<file path="src/rtl/mantissa_divider_pkg.sv">
// Shared definitions for the FP mantissa datapath: default fraction width, divider FSM
// encodings and the counter-width helper also used by the mantissa multiplier.
package mantissa_divider_pkg;

   localparam int unsigned DefBitWidth = 23;

   typedef enum logic [1:0] {
      StIdle = 2'd0,
      StRun  = 2'd1,
      StDone = 2'd2
   } state_e;

   // Smallest width (at least 1) whose range covers 0..n-1.
   function automatic int unsigned bit_cnt_func(input int unsigned n);
      int unsigned w;
      w = 1;
      for (int unsigned i = 1; i < 32; i++) begin
         if ((32'd1 << i) < n) w = i + 1;
      end
      return w;
   endfunction

endpackage

</file>
<file path="src/rtl/mantissa_div_step.sv">
// One restoring-division step: compare the partial remainder against the divisor,
// subtract when it fits, and shift the result left for the next quotient bit.
module mantissa_div_step
   import mantissa_divider_pkg::*;
#(
   parameter int unsigned BitWidth = DefBitWidth
) (
   input  logic [BitWidth+1:0] r_i,
   input  logic [BitWidth:0]   b_i,
   output logic                qbit_o,
   output logic [BitWidth+1:0] r_next_o
);

   logic              ge;
   logic [BitWidth:0] rem;

   always_comb begin
      ge = (r_i >= {1'b0, b_i});
      // The reduced remainder is always below the divisor, so its top bit can be dropped.
      rem      = ge ? (r_i[BitWidth:0] - b_i) : r_i[BitWidth:0];
      qbit_o   = ge;
      r_next_o = {rem, 1'b0};
   end

endmodule

</file>
<file path="src/rtl/mantissa_divider.sv">
// Sequential restoring divider for {1,in0}/{1,in1}: one quotient bit per clock, truncated,
// with a normalise flag for the exponent path and a sticky bit for later rounding.
module mantissa_divider
   import mantissa_divider_pkg::*;
#(
   parameter int unsigned BitWidth = DefBitWidth
) (
   input  logic                clk_i,
   input  logic                rst_ni,
   input  logic                in_valid_i,
   output logic                in_ready_o,
   input  logic [BitWidth-1:0] in0_i,
   input  logic [BitWidth-1:0] in1_i,
   output logic                out_valid_o,
   output logic [BitWidth-1:0] out_o,
   output logic                norm_o,
   output logic                sticky_o
);

   localparam int unsigned N       = BitWidth + 2;
   localparam int unsigned CntW    = bit_cnt_func(N);
   localparam logic [CntW-1:0] CntLast = CntW'(N - 1);

   state_e              state_q, state_d;
   logic [CntW-1:0]     cnt_q, cnt_d;
   logic [N-1:0]        r_q, r_d;
   logic [N-2:0]        q_q, q_d;
   logic [BitWidth:0]   b_q, b_d;
   logic [BitWidth-1:0] out_q, out_d;
   logic                norm_q, norm_d;
   logic                sticky_q, sticky_d;

   logic                qbit;
   logic [N-1:0]        r_step;
   logic [N-1:0]        q_full;

   mantissa_div_step #(
      .BitWidth (BitWidth)
   ) u_step (
      .r_i      (r_q),
      .b_i      (b_q),
      .qbit_o   (qbit),
      .r_next_o (r_step)
   );

   // Full quotient including the bit produced this cycle; complete only on the last step.
   assign q_full = {q_q, qbit};

   always_comb begin
      state_d  = state_q;
      cnt_d    = cnt_q;
      r_d      = r_q;
      q_d      = q_q;
      b_d      = b_q;
      out_d    = out_q;
      norm_d   = norm_q;
      sticky_d = sticky_q;

      unique case (state_q)
         StIdle: begin
            if (in_valid_i) begin
               b_d     = {1'b1, in1_i};
               r_d     = {1'b0, 1'b1, in0_i};
               q_d     = '0;
               cnt_d   = CntLast;
               state_d = StRun;
            end
         end
         StRun: begin
            r_d = r_step;
            q_d = q_full[N-2:0];
            if (cnt_q == '0) begin
               state_d = StDone;
               if (q_full[N-1]) begin
                  out_d    = q_full[BitWidth:1];
                  norm_d   = 1'b0;
                  sticky_d = (|r_step) | q_full[0];
               end else begin
                  out_d    = q_full[BitWidth-1:0];
                  norm_d   = 1'b1;
                  sticky_d = |r_step;
               end
            end else begin
               cnt_d = cnt_q - CntW'(1);
            end
         end
         StDone: begin
            state_d = StIdle;
         end
         default: begin
            state_d = StIdle;
         end
      endcase
   end

   always_ff @(posedge clk_i or negedge rst_ni) begin
      if (!rst_ni) begin
         state_q  <= StIdle;
         cnt_q    <= '0;
         r_q      <= '0;
         q_q      <= '0;
         b_q      <= '0;
         out_q    <= '0;
         norm_q   <= 1'b0;
         sticky_q <= 1'b0;
      end else begin
         state_q  <= state_d;
         cnt_q    <= cnt_d;
         r_q      <= r_d;
         q_q      <= q_d;
         b_q      <= b_d;
         out_q    <= out_d;
         norm_q   <= norm_d;
         sticky_q <= sticky_d;
      end
   end

   assign in_ready_o  = (state_q == StIdle);
   assign out_valid_o = (state_q == StDone);
   assign out_o       = out_q;
   assign norm_o      = norm_q;
   assign sticky_o    = sticky_q;

endmodule

</file>
<file path="config.mk">
export PLATFORM = sky130hd
export DESIGN_NAME = mantissa_divider
export DESIGN_NICKNAME = d
export VERILOG_FILES = /design/src/rtl/mantissa_divider_pkg.sv /design/src/rtl/mantissa_div_step.sv /design/src/rtl/mantissa_divider.sv
export SDC_FILE = /design/constraint.sdc
export NUM_CORES = 1
export LEC_CHECK = 0
export CORE_ASPECT_RATIO = 0.6
export CORE_MARGIN = 2
export CORE_UTILIZATION = 40
export DETAILED_ROUTE_END_ITERATION = 12
export GPL_TIMING_DRIVEN = 0
export PLACE_DENSITY = 0.75
export SYNTH_ARGS = -nofsm -noshare
export SYNTH_HDL_FRONTEND = slang
export SYNTH_HIERARCHICAL = 1
export SYNTH_SLANG_ARGS = --single-unit
</file>
<file path="constraint.sdc">
create_clock -name clk_i -period 3.1 [get_ports clk_i]
set_input_delay 0.62 -clock clk_i [delete_from_list [all_inputs] [get_ports clk_i]]
set_output_delay 0.62 -clock clk_i [all_outputs]
set_load 0.02 [all_outputs]
</file>
==> results of run 1 <==
[registers in the layout (all words and copies together) (netlist names)]
register and count:
r_q 25, b_q 24, q_q 24, out_o 23, cnt_q 5, state_q 2, norm_o 1, sticky_o 1
[cells by family after synthesis]
| kind of cell | count (synthesis) | synth area share, % |
|---|---|---|
| AND/OR/NAND/NOR | 246 | 17.27 |
| multiplexers | 71 | 12.23 |
| other | 1 | 0.06070 |
| flip-flops | 105 | 42.53 |
| AO/OA/AOI/OAI | 146 | 14.60 |
| adder cells (fa/ha/maj) | 26 | 5.387 |
| XOR/XNOR | 20 | 2.835 |
| buffers and inverters | 70 | 5.083 |
[layout by cell type, fill, tap and decap left out, types with 12 or more instances in the layout]
cell type        instances
o21ai_0                 54
clkdlybuf4s50_1         74
inv_1                   33
o21ai_1                 31
buf_2                   14
a21oi_1                 14
nand2_1                177
mux2_4                  18
mux2i_1                 49
nor2_1                  22
ha_1                    23
xor2_1                  12
clkbuf_1                13
dfrtp_1                105
[critical path: stages, from the launching register on]
cell	delay, ns
dfrtp_1	0.41
inv_2	0.09
ha_4	0.20
nor2b_4	0.12
o31a_1	0.29
o31ai_4	0.23
a31oi_2	0.14
or2_4	0.27
a311oi_4	0.27
buf_6	0.20
buf_12	0.13
mux2_4	0.32
nor4_4	0.28
nand4_1	0.20
nor2_1	0.17
o21ai_1	0.07
[through the flow]
stage	setup slack (ns)	util [%]
floorplan	-0.1518	-
global placement	-2.604	47.18
detailed placement	-1.008	47.35
CTS	-0.5374	50.06
global route	-0.6094	51.22
finish	-0.4032	51.22
[repair_timing]
item | in CTS | in global routing
pin swaps | 5 | 3
setup endpoints to repair | 23 | 25
cloned | 0 | 1
buffers inserted | 5 | 2
resized for setup | 16 | 42
[layout make-up]
cell class / instances / area (um^2) / share of cell area, %
plain buffers: 36 / 196.4 / 2.516
clock buffers: 9 / 225.2 / 2.885
clock inverters: 7 / 87.58 / 1.122
inverters: 34 / 127.6 / 1.635
multi-input cells: 510 / 3423 / 43.85
flip-flops and latches: 105 / 2628 / 33.66
well taps: 203 / 254.0 / 3.254
repair buffers: 84 / 864.6 / 11.08
[routing by layer]
| metal | up-vias | GRT usage, % | share of wire, % |
|---|---|---|---|
| met5 | - | 0 | 0 |
| met4 | 0 | 3.411 | 0.55 |
| li1 | 2540 | - | - |
| met2 | 162 | 28.10 | 40 |
| met1 | 2522 | 32.88 | 54 |
| met3 | 9 | 4.132 | 5.7 |
[how the worst max path moves through the flow]
| stage | startpoint | end | slack (ns) | cells after the start |
|---|---|---|---|---|
| 6_report | b_q[1]$_DFFE_PN0P_ | sticky_o$_DFFE_PN0P_ | -0.40 | 15 |
| 5_1_grt | b_q[1]$_DFFE_PN0P_ | sticky_o$_DFFE_PN0P_ | -0.61 | 15 |
| 4_1_cts | b_q[1]$_DFFE_PN0P_ | sticky_o$_DFFE_PN0P_ | -0.54 | 15 |
| 3_5_place_dp | b_q[0]$_DFFE_PN0P_ | sticky_o$_DFFE_PN0P_ | -1.01 | 13 |
| 3_3_place_gp | rst_ni | out_o[16]$_DFFE_PN0P_ | -2.60 | 1 |
| 2_1_floorplan | b_q[1]$_DFFE_PN0P_ | sticky_o$_DFFE_PN0P_ | -0.15 | 14 |
==> qor.csv, run 1 <==
metric,value,unit
status,"complete, but fails checks",
violated checks,negative setup slack,
Final Hold Viols,0,
CP Launch Type,register,
Synth async-reset ratio,100.0,%
drt total wl,16.14,mm
Vias,5233,
Final Skew,0.01134,ns
final instance area,0.007806,mm^2
Crit. End Element,register,
clock buffer count from CTS,9,
Clock Sinks,105,
core footprint,0.01524,mm^2
Setup CP Type,register to register,
initial antenna violation count,0,
post-layout min period,3.503,ns
die footprint,0.01649,mm^2
ys flop type,dfrtp_1,
most common cell in the synthesized netlist,nand2_1,
cell taking the most area after synthesis,dfrtp_1,
Slew Limit Fails,0,
row cnt,35,
DRC errors left,0,
vias in the first global route,5034,
fillers,1408,
CP required,3.34,ns
Synth top area share,42.53,%
Root Driver,clkbuf_16,
Synth area leaders,"dfrtp_1 43%, nand2_1 11%, mux2i_1 8.1%, ha_1 5.1%, o21ai_0 5.0%",
MaxCap Viol Count,0,
height of the die,100.3,um
worst reg2reg path depth,15,
Vias/cell,5.297,
Worst Tran Pin Value,0.5428,ns
"reg-to-reg slack, setup",-0.40,ns
syn nets,760,
pin count of the biggest net entering global routing,72,
Cell variety after synth,62,
"Seq/Total Area, Yosys",42.53,%
DR pass1 iterations,5,
post-place instance area,0.007216,mm^2
type of the most critical hold path,input port to async pin,
clock transition at the registers of the reported paths,0.08,ns
final worst-path cycle share,113.0,%
DRT antenna net count,0,
Setup TNS,-0.4032,ns
clock latency at the later pin of the worst-skew pair,0.35,ns
synthesized area,0.006178,mm^2
CP arrival,3.74,ns
H-tree Lvls,3,
num ports,76,
Area Growth Syn to Fin,26.35,%
Mapped Avg Cell Area,9.020,um^2
grt ovf,0,
Detailed Place HPWL,11.82,mm
worst-path fanout max,5,
worst r2r src,b_q[1]$_DFFE_PN0P_,
Slew Limit Headroom,63.81,%
"FF+latch count, synth",105,
Non-Filler Instances,988,
"EDFF count, synth",0,
Routability Congestion,0.9228,
diode count,0,
Post-CTS Hold Buffers,0,
final worst setup slack,-0.4032,ns
Max Root-Sink Buffers,2,
starting density of the core,40.54,%
Post-Syn Instances,685,
Die Wd,164.4,um
CTS tree,done,
"top cells by count, synth","180 x nand2_1, 105 x dfrtp_1, 62 x o21ai_0, 50 x mux2i_1, 34 x inv_1",
Port Buf Inserts,75,
DP Cell Count,964,
post-DR wirelength/cell,16.33,um
Fmax,285.5,MHz
yosys warns,6,
Worst R2R End,sticky_o$_DFFE_PN0P_,
GRT Total Usage,20.39,%
hold_ws,0.2294,ns
Final setup viols,1,
Final nets,855,
first-pass GRT wire length,26.44,mm
share of cells above drive strength 1,12.23,%
Detailed Route Iter0 Violations,436,
RSZ-0062 raised after global routing,yes,
Power of run 1 is not shown: default switching activity piles up to over one toggle a cycle in this logic, so the estimate is an artifact.
==> inputs of run 2 (changes only) <==
--- a/config.mk
+++ b/config.mk
@@ -5,7 +5,7 @@
 export SDC_FILE = /design/constraint.sdc
 export NUM_CORES = 1
 export LEC_CHECK = 0
-export CORE_ASPECT_RATIO = 0.6
+export CORE_ASPECT_RATIO = 1.5
 export CORE_MARGIN = 2
 export CORE_UTILIZATION = 40
 export DETAILED_ROUTE_END_ITERATION = 12
==> run 2 against run 1 <==
Cell area is 1.6% higher. First-iteration DRC count is 37% lower. Sequential cell count stayed put. Critical path type unchanged. Critical path depth stayed put. Worst hold slack worse by 0.013 ns. Wire length is 0.93% lower. Worst setup slack worse by 0.064 ns. Sequential share of layout area is 0.52 points lower. Core utilization is 1.4 points higher. The flow still finishes with violations (negative setup slack). Non-clock buffer count is 11 higher.
==> qor.csv, run 2 (synthesized netlist as in run 1, its figures left out) <==
metric,value,unit
Largest regs,"r_q x25, b_q x24, q_q x24",
Post-CTS Hold Buffers,0,
Final Hold Viols,0,
Final Skew,0.006648,ns
final worst-path cycle share,115.1,%
CP Launch Type,register,
Final nets,866,
Max Root-Sink Buffers,2,
Crit. End Element,register,
Port Buf Inserts,75,
Final setup viols,1,
post-layout min period,3.567,ns
initial antenna violation count,0,
Setup CP Type,register to register,
MaxCap Viol Count,0,
height of the die,156.2,um
most frequent cells in the layout,"180 x nand2_1, 105 x dfrtp_1, 74 x clkdlybuf4s50_1",
CP arrival,3.82,ns
H-tree Lvls,3,
Worst Tran Pin Value,0.5230,ns
worst reg2reg path depth,15,
starting density of the core,41.00,%
Clock Sinks,105,
CP max stage cell,dfrtp_1,
Fmax,280.3,MHz
clock buffer count from CTS,9,
vias in the first global route,5316,
core footprint,0.01507,mm^2
grt ovf,0,
first-pass GRT wire length,25.93,mm
Root Driver,clkbuf_16,
Vias/cell,5.226,
Slew Limit Headroom,65.13,%
DRT antenna net count,0,
max reg flops,25,
pin count of the biggest net entering global routing,71,
Routability Congestion,0.9310,
post-DR wirelength/cell,16.07,um
diode count,0,
Die Wd,105.5,um
hold_ws,0.2166,ns
Worst Setup SP,b_q[1]$_DFFE_PN0P_,
die footprint,0.01648,mm^2
share of cells above drive strength 1,14.45,%
CP required,3.35,ns
"commonest non-fill, non-tap cell in the layout",nand2_1,
final worst setup slack,-0.4671,ns
Detailed Place HPWL,11.42,mm
worst r2r src,b_q[1]$_DFFE_PN0P_,
DR pass1 iterations,5,
worst-path fanout max,5,
num ports,76,
clock transition at the registers of the reported paths,0.07,ns
CP peak stage delay,0.40,ns
violated checks,negative setup slack,
type of the most critical hold path,input port to async pin,
GRT Total Usage,19.84,%
RSZ-0062 raised after global routing,yes,
dpl ws,-0.9253,ns
DRC errors left,0,
Largest Register,r_q,
drt total wl,15.99,mm
Setup TNS,-0.4671,ns
status,"complete, but fails checks",
Area Growth Syn to Fin,28.31,%
Slew Limit Fails,0,
crit path cell chain,inv_2 -> ha_4 -> nor2b_4 -> o31a_1 -> o31ai_4 -> a31oi_2 -> or2_4 -> a311oi_4 -> buf_4 -> buf_6 -> mux2_4 -> nor4_4 -> nand4_1 -> nor2_2 -> o21ai_1,
clock latency at the later pin of the worst-skew pair,0.36,ns
CTS tree,done,
Detailed Route Iter0 Violations,274,
row cnt,55,
Vias,5200,
run 2: cell count changes in the layout (fill, tap and decap cells not counted), sizes merged:
| cell | change |
|---|---|
| clkbuf | -1 |
| bufinv | +1 |
| inv | -1 |
| clkinvlp | -1 |
| buf | +13 |
run 2: final timing paths:
path                       slack (ns)                    to
min in group clk_i               0.47   b_q[23]$_DFFE_PN0P_
min reg2reg                      0.47   b_q[23]$_DFFE_PN0P_
max reg2reg                     -0.47  sticky_o$_DFFE_PN0P_
min                              0.22    r_q[7]$_DFFE_PN0P_
max                             -0.47  sticky_o$_DFFE_PN0P_
max in group asynchronous        2.16  out_o[5]$_DFFE_PN0P_
run 2: timing repair:
action,in CTS,in global routing
cloned,1,0
gates resized for setup,24,37
buffers inserted,13,6
setup endpoints to repair,18,25
pin swaps,11,15
run 2: cell type report:
type / instances / area, um^2
clock buffers: 10 / 239.0
plain buffers: 35 / 182.7
well taps: 199 / 249.0
repair buffers: 96 / 940.9
fillers: 1373 / 7143
flip-flops and latches: 105 / 2628
clock inverters: 6 / 87.58
multi-input cells: 510 / 3473
inverters: 34 / 127.6
run 2: critical path: cells and delay by family, from the launching register on:
| kind | cells | cell delay, ns |
|---|---|---|
| buf+inv | 3 | 0.40 |
| fa+ha+maj | 1 | 0.19 |
| mux | 1 | 0.33 |
| flops | 1 | 0.40 |
| compound gates | 5 | 1.06 |
| simple gates | 5 | 1.06 |
run 2: stage by stage:
stage	utilization, %	area, um^2	std cells
after floorplan	-	6186	685
after global placement	47.68	7186	959
after detailed placement	47.85	7211	960
after CTS	51.49	7760	990
after global routing	52.60	7928	995
final	52.60	7928	995
run 2: metal layers:
metal  vias up  global-route usage, %  share of wire (%)
met5         -                      0                  0
met4         0                  7.810                3.1
met3        39                  4.415                4.4
met2       114                  36.71                 54
met1      2501                  21.80                 39
li1       2546                      -                  -
Power of run 2 is left out for the same reason.
